<file path="config.mk">
export PLATFORM = sky130hd
export DESIGN_NAME = wb_dual_arbiter
export DESIGN_NICKNAME = d
export VERILOG_FILES = /design/src/rtl/wb_dual_arbiter.sv
export SDC_FILE = /design/constraint.sdc
export NUM_CORES = 1
export LEC_CHECK = 0
export BUFFER_PORTS_ARGS = -buffer_cell sky130_fd_sc_hd__buf_2
export CAP_MARGIN = 10
export CORE_AREA = 10 10 123 125
export CTS_CLUSTER_SIZE = 14
export DETAILED_ROUTE_END_ITERATION = 7
export DIE_AREA = 0 0 133 135
export PLACE_DENSITY = 0.53
export SLEW_MARGIN = 20
export SYNTH_ARGS = -nofsm -noshare
export SYNTH_HDL_FRONTEND = slang
export SYNTH_SLANG_ARGS = --single-unit
</file>
<file path="constraint.sdc">
create_clock -name clk -period 1.49 [get_ports clk]
set_input_delay 0.2235 -clock clk [delete_from_list [all_inputs] [get_ports clk]]
set_output_delay 0.2235 -clock clk [all_outputs]
set_load 0.005 [all_outputs]
</file>
<file path="src/rtl/wb_dual_arbiter.sv">
// Two-master Wishbone arbiter onto one slave: round-robin on contention, grant held for the whole cycle.
// Optional bus watchdog compiled in with `define WB_ARB_TIMEOUT_EN.
module wb_dual_arbiter #(
   parameter int ADDR_W  = 32,
   parameter int DATA_W  = 32,
   parameter int TIMEOUT = 255
) (
   input  logic                clk,
   input  logic                rst,
   input  logic                m0_cyc_i,
   input  logic                m0_stb_i,
   input  logic                m0_we_i,
   input  logic [ADDR_W-1:0]   m0_adr_i,
   input  logic [DATA_W-1:0]   m0_dat_i,
   input  logic [DATA_W/8-1:0] m0_sel_i,
   input  logic [2:0]          m0_cti_i,
   input  logic [1:0]          m0_bte_i,
   output logic                m0_ack_o,
   output logic                m0_err_o,
   output logic                m0_rty_o,
   output logic [DATA_W-1:0]   m0_dat_o,
   input  logic                m1_cyc_i,
   input  logic                m1_stb_i,
   input  logic                m1_we_i,
   input  logic [ADDR_W-1:0]   m1_adr_i,
   input  logic [DATA_W-1:0]   m1_dat_i,
   input  logic [DATA_W/8-1:0] m1_sel_i,
   input  logic [2:0]          m1_cti_i,
   input  logic [1:0]          m1_bte_i,
   output logic                m1_ack_o,
   output logic                m1_err_o,
   output logic                m1_rty_o,
   output logic [DATA_W-1:0]   m1_dat_o,
   output logic                s_cyc_o,
   output logic                s_stb_o,
   output logic                s_we_o,
   output logic [ADDR_W-1:0]   s_adr_o,
   output logic [DATA_W-1:0]   s_dat_o,
   output logic [DATA_W/8-1:0] s_sel_o,
   output logic [2:0]          s_cti_o,
   output logic [1:0]          s_bte_o,
   input  logic                s_ack_i,
   input  logic                s_err_i,
   input  logic                s_rty_i,
   input  logic [DATA_W-1:0]   s_dat_i,
   output logic [1:0]          gnt_o,
   output logic                timeout_o
);

   typedef enum logic [1:0] {IDLE = 2'd0, GRANT0 = 2'd1, GRANT1 = 2'd2} state_t;

   state_t r_state;
   state_t w_next;
   logic   r_last;   // 1: m1 held the most recent grant
   logic   w_to;

`ifdef WB_ARB_TIMEOUT_EN
   localparam int CNT_W = $clog2(TIMEOUT + 1);
   logic [CNT_W-1:0] r_cnt;
   logic             w_resp;

   assign w_resp    = s_ack_i | s_err_i | s_rty_i;
   assign w_to      = (r_state != IDLE) && (r_cnt == CNT_W'(TIMEOUT));
   assign timeout_o = w_to;

   always_ff @(posedge clk) begin
      if (!rst) begin
         r_cnt <= '0;
      end else if (r_state == IDLE || w_resp) begin
         r_cnt <= '0;
      end else if (s_stb_o) begin
         r_cnt <= r_cnt + CNT_W'(1);
      end
   end
`else
   // No watchdog: expiry can never fire, the grant lasts until cyc drops.
   assign w_to      = (TIMEOUT < 0);
   assign timeout_o = w_to;
`endif

   always_ff @(posedge clk) begin
      if (!rst) begin
         r_state <= IDLE;
         r_last  <= 1'b1;
      end else begin
         r_state <= w_next;
         if (r_state == IDLE && w_next == GRANT0) r_last <= 1'b0;
         if (r_state == IDLE && w_next == GRANT1) r_last <= 1'b1;
      end
   end

   always_comb begin
      w_next = r_state;
      case (r_state)
         IDLE: begin
            if (m0_cyc_i && m1_cyc_i) w_next = r_last ? GRANT0 : GRANT1;
            else if (m0_cyc_i)        w_next = GRANT0;
            else if (m1_cyc_i)        w_next = GRANT1;
         end
         GRANT0:  if (!m0_cyc_i || w_to) w_next = IDLE;
         GRANT1:  if (!m1_cyc_i || w_to) w_next = IDLE;
         default: w_next = IDLE;
      endcase
   end

   always_comb begin
      s_cyc_o  = 1'b0;
      s_stb_o  = 1'b0;
      s_we_o   = 1'b0;
      s_adr_o  = '0;
      s_dat_o  = '0;
      s_sel_o  = '0;
      s_cti_o  = '0;
      s_bte_o  = '0;
      m0_ack_o = 1'b0;
      m0_err_o = 1'b0;
      m0_rty_o = 1'b0;
      m0_dat_o = '0;
      m1_ack_o = 1'b0;
      m1_err_o = 1'b0;
      m1_rty_o = 1'b0;
      m1_dat_o = '0;
      gnt_o    = 2'b00;
      case (r_state)
         GRANT0: begin
            gnt_o    = 2'b01;
            s_cyc_o  = m0_cyc_i & ~w_to;
            s_stb_o  = m0_stb_i & ~w_to;
            s_we_o   = m0_we_i;
            s_adr_o  = m0_adr_i;
            s_dat_o  = m0_dat_i;
            s_sel_o  = m0_sel_i;
            s_cti_o  = m0_cti_i;
            s_bte_o  = m0_bte_i;
            m0_ack_o = s_ack_i & ~w_to;
            m0_err_o = s_err_i | w_to;
            m0_rty_o = s_rty_i & ~w_to;
            m0_dat_o = s_dat_i;
         end
         GRANT1: begin
            gnt_o    = 2'b10;
            s_cyc_o  = m1_cyc_i & ~w_to;
            s_stb_o  = m1_stb_i & ~w_to;
            s_we_o   = m1_we_i;
            s_adr_o  = m1_adr_i;
            s_dat_o  = m1_dat_i;
            s_sel_o  = m1_sel_i;
            s_cti_o  = m1_cti_i;
            s_bte_o  = m1_bte_i;
            m1_ack_o = s_ack_i & ~w_to;
            m1_err_o = s_err_i | w_to;
            m1_rty_o = s_rty_i & ~w_to;
            m1_dat_o = s_dat_i;
         end
         default: ;
      endcase
   end

endmodule

</file>
After elaboration in Yosys (flattened, before gate mapping) --
Cells that the tools add are included.
Word-level totals: register bits after elaboration 3, output and inout bits 149
Operators by class: bitwise gates (word level) 1, reductions and logical operators 5, eq/ne operators 4, muxes and demuxes 24
Operators with widths (number):
- 32-bit one-hot mux with 2 select lines | 2
- 32-bit 2-to-1 mux | 2
- 2-bit 2-to-1 mux | 6
- 2-bit one-hot mux with 2 select lines | 2
- 4-bit one-hot mux with 2 select lines | 1
- 1-bit 2-to-1 mux | 6
- 1-bit one-hot mux with 2 select lines | 3
- 2-bit one-hot mux with 3 select lines | 1
- 3-bit one-hot mux with 2 select lines | 1
- 2-bit by 1-bit == test with 1-bit output (second input constant) | 2
- 2-bit == test (second input constant) | 2
- 1-bit logical AND | 3
- 2-bit logical NOT | 1
- 2-bit OR reduction | 1
- 1-bit NOT | 1

Longest topological paths before layout --
Gate-level depths: netlist (run 1).
depth after elaboration 7, mapped depth 6, mapped depth without buffers 6

Least setup slack after synthesis (run 1) --
No wires, ideal clock.
kind register to output, start register r_state[0], end output s_adr_o[0], arrival time 1333 ps, data required time 1266 ps, slack -66 ps, cell stages (with the launch flop) 6, path through dfxtp_1 -> inv_1 -> ha_1 -> clkbuf_2 -> clkbuf_1 -> nor2b_1
On the way: longest elaborated chain between the ends 2, elaborated cells between the ends (all ways) 3, those cells by class eq/ne: 2; mux: 1
RTL lines:
- start, declared | RTL line 52 | state_t r_state;
- start signal, assigned | RTL line 86 | r_state <= w_next;
- 2-bit == test / 2-bit by 1-bit == test with 1-bit output (equally long branches) | RTL line 124 | case (r_state)
- 32-bit one-hot mux with 2 select lines (*) | RTL line 124
- end, declared | RTL line 37 | output logic [ADDR_W-1:0] s_adr_o,
Every way passes the cells marked *; elsewhere a longest branch is shown, timed or not.

Worst setup path after layout (run 1) --
start register r_state[1], end output s_dat_o[5]
On the way: longest elaborated chain between the ends 2, elaborated cells between the ends (all ways) 3, those cells by class eq/ne: 2; mux: 1
RTL lines:
- 2-bit == test / 2-bit by 1-bit == test with 1-bit output (equally long branches) | RTL line 124
- 32-bit one-hot mux with 2 select lines (*) | RTL line 124
- end, declared | RTL line 38 | output logic [DATA_W-1:0] s_dat_o,
Marked as above.

==> run_results.csv, run 1 <==
group,metric,value,unit
run_status,outcome,"finished, violations left",
run_status,violations,"setup timing",
final_layout,final_area,4990,um2
timing,holdWs,226,ps
timing,skew,0.187,ps
critical_path,critical_path_class,"reg2out",
pwr,ir_drop,0.000527,V
placement,dp_hpwl,11500,um
global_routing,track_usage,0.136,
critical_path,cp.arrival,1580,ps
hold_path,hp-class,"in2reg",
critical_path,max_stage_delay,330,ps
global_routing,overflow,0,
clock_tree,cts_hold_buf,0,
drt,remaining_drc_errors,0,
logic_synthesis,synth-simple-area-share,0.492,
placement,postPlaceCellArea,3980,um2
drt,final_antenna_net_count,0,
clock_tree,cts_tree,"built",
logic_synthesis,synth_cell_types,25,
critical_path,crit_chain,"inv_2 -> ha_4 -> buf_12 -> buf_16 -> a22oi_1 -> nor2b_1 -> buf_2",
clock_tree,clk_pin_slew,30,ps
critical_path,crit_path_end_kind,"primary output",
timing,report.final.slew_viol_count,0,
logic_synthesis,netlist_instances,288,
final_layout,final_cell_count_no_fill,824,
drt,wirelength,15300,um
timing,setup_slack,-309,ps
logic_synthesis,syn_area,1940,um2
timing,rsz0062_at_grt,"yes",
floorplanning,die_area,18000,um2
pwr,p_leak,2.57,nW
timing,finalSetupViolations,148,
logic_synthesis,synthAdderAreaFrac,0.0322,
critical_path,startpoint_type,"flip-flop",
logic_synthesis,synthXorXnorAreaFrac,0,
critical_path,worstPathMaxFanout,11,
timing,finalHoldViolations,0,
clock_tree,clockBufferDepth,2,
clock_tree,cts_htree_levels,1,
floorplanning,rows,41,
critical_path,cpMaxStageDelayCell,"dfxtp_2",
drt,drt_iter0_drc,129,
placement,dp_cells,792,
timing,period_needed,1800,ps
floorplanning,die_x,133,um
logic_synthesis,synth_seq_area_share,0.0309,
floorplanning,pin_count,338,
clock_tree,cts_inserted_buffers,3,
final_layout,nFillCells,1285,
placement,dp_slack,-137,ps
logic_synthesis,synth_area_per_cell,6.75,um2
logic_synthesis,synth_compound_area_frac,0.337,
floorplanning,chipHeight,135,um
logic_synthesis,synth_top_family_by_area,"simple AND/OR/NAND/NOR gates",
clock_tree,clkSinkCount,3,
floorplanning,start_util,0.155,
logic_synthesis,ys_ff_latch,3,
global_routing,grt_max_degree,45,
drt,dr.pass1.iters,4,
global_routing,grt_pass1_vias,3567,
floorplanning,core_area,12600,um2
critical_path,cp_num_buf_inv,4,
logic_synthesis,synth_warnings,0,
placement,gp_congestion,0.783,
critical_path,crit_required,1270,ps
timing,fin_crit_sh,1.21,
drt,vias_per_cell,4.34,
final_layout,layout-drive-gt1-share,0.731,
final_layout,area_delta_synth_final,157,%
run,drv_cap,0,
drt,wl_per_cell,18.5,um
critical_path,cp_top_family,"buffers and inverters",
placement,portBuffers,336,
clock_tree,cts-root-buf,"clkbuf_16",
global_routing,grt_pass1_wl,20200,um
pwr,p_per_area,619,nW/um2
logic_synthesis,syn_nets,482,
final_layout,nets,845,
timing,finalSetupTns,-24340,ps
timing,max_freq,556,MHz
logic_synthesis,synth_mux_area_frac,0,
drt,num_vias,3577,
clock_tree,clk-insertion-delay-late,220,ps
global_routing,antenna_found_initial,3,
## area by class of cell
| cell class | instances | area (um2) | area share |
|---|---|---|---|
| timing repair buffer | 391 | 2550 | 0.512 |
| multi-input combinational | 248 | 2060 | 0.412 |
| tap | 172 | 215 | 0.0431 |
| clock buffer | 4 | 78.8 | 0.0158 |
| sequential | 3 | 65.1 | 0.0130 |
| inverter | 4 | 17.5 | 0.00351 |
| antenna | 2 | 5.00 | 0.00100 |
## stage by stage
stage	power, W	util
2_1_floorplan	0.000980	-
3_5_place_dp	0.00182	0.317
6_report	0.00309	0.397
3_3_place_gp	0.00184	0.317
4_1_cts	0.00255	0.357
5_1_grt	0.00330	0.397
## state kept, by name, summed over array words and instances (netlist names)
register / flops
r_last: 1
r_state: 2
## cells in the mapped netlist (all sizes together)
library cell	n	share of area
a22oi	77	0.30
nor2b	76	0.24
and2	70	0.23
buf	20	0.071
clkbuf	13	0.028
ha	5	0.032
inv	4	0.0077
o21ai	4	0.010
dfxtp	3	0.031
a21oi	2	0.0052
nand2	2	0.0039
nand2b	2	0.0064
nor2	2	0.0039
a21o	1	0.0045
a31oi	1	0.0032
a32oi	1	0.0045
and2b	1	0.0045
and3	1	0.0032
conb	1	0.0019
o211ai	1	0.0039
o21ba	1	0.0052
## path summary, 6_finish.rpt
kind                         start                   to  slack (ps)  depth (start not counted)
min                            rst  r_last$_SDFFE_PP1P_         230                          2
max reg2reg  r_state[1]$_SDFF_PN0_  r_last$_SDFFE_PP1P_         -50                          8
min reg2reg    r_last$_SDFFE_PP1P_  r_last$_SDFFE_PP1P_         520                          2
max          r_state[1]$_SDFF_PN0_           s_dat_o[5]        -310                          7
## cells by family (layout without fill, tap and decap cells)
| group | after synthesis | count (layout) |
|---|---|---|
| other | 1 | 3 |
| adder cells (fa/ha/maj) | 5 | 5 |
| buffers and inverters | 37 | 399 |
| AO/OA/AOI/OAI | 88 | 88 |
| flip-flops | 3 | 3 |
| AND/OR/NAND/NOR | 154 | 154 |
## cell usage in the layout, fill, tap and decap left out, types with 3 or more instances in the layout
| cell type | Yosys | layout |
|---|---|---|
| nor2b_4 | 0 | 3 |
| buf_2 | 5 | 327 |
| a22oi_1 | 76 | 16 |
| clkbuf_16 | 0 | 10 |
| buf_16 | 0 | 4 |
| nor2b_1 | 76 | 73 |
| buf_8 | 0 | 6 |
| o21ai_0 | 3 | 3 |
| ha_4 | 0 | 3 |
| buf_12 | 0 | 8 |
| buf_6 | 0 | 24 |
| and2_4 | 0 | 6 |
| a22oi_2 | 1 | 61 |
| buf_4 | 15 | 15 |
| and2_1 | 70 | 64 |
## routing by layer
| layer | GRT usage | vias up | wire, um |
|---|---|---|---|
| met4 | 0.0238 | 0 | 120 |
| met1 | 0.147 | 1638 | 5810 |
| li1 | - | 1736 | - |
| met3 | 0.0568 | 10 | 1480 |
| met2 | 0.246 | 193 | 7840 |
| met5 | 0 | - | 0 |
## report_power, final
part / switching, W / internal [W]
logic: 0.00108 / 0.00148
registers: 0.0000126 / 0.0000938
clock network: 0.0000710 / 0.000353
## timing repair
action                                  in CTS  in global routing
pin swaps                                    4                  3
cloned                                       3                 11
gates resized for setup                     69                 48
buffers inserted                             4                  8
endpoints found under the setup margin     149                149
Note: power is estimated with default switching activity, not from simulation.
==> run 2, diff against run 1 <==
RECOVER_POWER = 25   (was default)
==> run 2 against run 1 <==
Compared with the run above: the run still ends with setup timing left; critical path depth did not move; wire length about the same; first-iteration DRC count grew 2.3%; register-to-register slack is essentially flat; maximum frequency about the same; clock power barely moved; power hardly changed; core utilization about the same; setup slack lost 1.0 ps; largest cell class unchanged.
==> run_results.csv, run 2 (same netlist as run 1, synthesis figures left out) <==
group,metric,value,unit
critical_path,startpoint_type,"flip-flop",
hold_path,hp-start,"rst",
run_status,violations,"setup timing",
clock_tree,cts_htree_levels,1,
run,drv_cap,0,
placement,gp_congestion,0.783,
final_layout,most-common-layout-cells,"buf_2 (327), nor2b_1 (73), and2_1 (64)",
floorplanning,start_util,0.155,
drt,vias_per_cell,4.34,
timing,finalSetupViolations,148,
final_layout,largest_reg_flops,2,
drt,dr.pass1.iters,4,
critical_path,r2r-end,"r_last$_SDFFE_PP1P_",
floorplanning,chipHeight,135,um
critical_path,r2r_slack,-50,ps
hold_path,whs_endpoint,"r_last$_SDFFE_PP1P_",
final_layout,mostFrequentLayoutCell,"buf_2",
final_layout,layout-drive-gt1-share,0.731,
pwr,power,0.00309,W
floorplanning,rows,41,
timing,max_freq,555,MHz
drt,drt_iter0_drc,132,
final_layout,area_delta_synth_final,157,%
timing,holdWs,226,ps
floorplanning,core_area,12600,um2
final_layout,nets,845,
clock_tree,cts_hold_buf,0,
timing,finalSetupTns,-25290,ps
final_layout,final_cell_count_no_fill,824,
floorplanning,die_area,18000,um2
drt,final_antenna_net_count,0,
clock_tree,clkSinkCount,3,
critical_path,startpoint,"r_state[1]$_SDFF_PN0_",
placement,dp_cells,792,
final_layout,reg_top3,"r_state x2, r_last x1",
pwr,p_per_area,619,nW/um2
clock_tree,clk_pin_slew,30,ps
critical_path,worstPathMaxFanout,11,
drt,wl_per_cell,18.5,um
timing,period_needed,1800,ps
clock_tree,cts_tree,"built",
timing,rsz0062_at_grt,"yes",
timing,setup_slack,-310,ps
critical_path,reg2reg_depth,8,
placement,dp_hpwl,11500,um
timing,skew,0.180,ps
timing,fin_crit_sh,1.21,
timing,report.final.slew_viol_count,0,
critical_path,critical_path_class,"reg2out",
floorplanning,pin_count,338,
final_layout,largest-register,"r_state",
global_routing,grt_pass1_wl,20200,um
critical_path,crit_path_end_kind,"primary output",
timing,finalHoldViolations,0,
clock_tree,clk-insertion-delay-late,220,ps
clock_tree,clockBufferDepth,2,
placement,portBuffers,336,
hold_path,hp-class,"in2reg",
critical_path,crit_required,1270,ps
drt,wirelength,15300,um
clock_tree,cts_inserted_buffers,3,
hold_path,hold_depth,2,
drt,remaining_drc_errors,0,
critical_path,cp.arrival,1580,ps
critical_path,r2r-start,"r_state[1]$_SDFF_PN0_",
pwr,p_leak,2.57,nW
drt,num_vias,3577,
run_status,outcome,"finished, violations left",
global_routing,grt_max_degree,45,
global_routing,track_usage,0.136,
global_routing,overflow,0,
floorplanning,die_x,133,um
clock_tree,cts-root-buf,"clkbuf_16",
pwr,ir_drop,0.000527,V
global_routing,antenna_found_initial,3,
global_routing,grt_pass1_vias,3567,
-- run 2: cell types whose count changed in the layout (fill, tap and decap cells not counted) --
cell and change:
dfxtp_2 +1, dfxtp_4 -1
-- run 2: where the power goes --
| part | internal, W | leakage (nW) | switching (W) |
|---|---|---|---|
| logic | 0.00148 | 2.50 | 0.00108 |
| registers | 0.0000935 | 0.0255 | 0.0000127 |
| clock network | 0.000353 | 0.0382 | 0.0000710 |
| total | 0.00193 | 2.57 | 0.00116 |
-- run 2: cell type report --
cell class                      instances  area (um2)
Fill cell                            1286        7580
Tap cell                              172         215
Antenna cell                            2        5.00
Clock buffer                            4        78.8
Timing Repair Buffer                  391        2550
Multi-Input combinational cell        248        2060
Sequential cell                         3        62.6
Inverter                                4        17.5
-- run 2: how the worst max path moves through the flow --
| stage | end | slack (ps) | cells past startpoint |
|---|---|---|---|
| floorplan | s_adr_o[0] | 10 | 5 |
| global placement | s_dat_o[5] | -110 | 7 |
| detailed placement | s_dat_o[10] | -140 | 7 |
| CTS | s_cyc_o | -250 | 6 |
| global route | s_dat_o[5] | -370 | 7 |
| finish | s_dat_o[5] | -310 | 7 |
-- run 2: timing repair --
action	CTS	global route
pin swaps	4	3
setup endpoints to repair	149	149
cloned	3	11
resized for setup	69	48
endpoints found under the hold margin	0	0
buffers inserted	4	8
-- run 2: layer usage --
layer / global-route usage / up-vias / wire (um)
met4: 0.0238 / 0 / 120
met5: 0 / - / 0
met1: 0.147 / 1637 / 5800
li1: - / 1735 / -
met3: 0.0568 / 10 / 1500
met2: 0.246 / 195 / 7840
-- run 2: critical path: stages, from the launching register on --
cell	delay (ps)
dfxtp_2	340
inv_2	60
ha_4	210
buf_12	160
buf_16	150
a22oi_1	210
nor2b_1	90
buf_2	130
-- run 2: stage by stage --
step | instance area (um2) | setup slack (ps) | utilization
after floorplan | 1960 | 13.5 | -
after global placement | 3980 | -112 | 0.317
after detailed placement | 3980 | -137 | 0.317
after CTS | 4490 | -254 | 0.357
after global routing | 4990 | -367 | 0.397
final | 4990 | -310 | 0.397
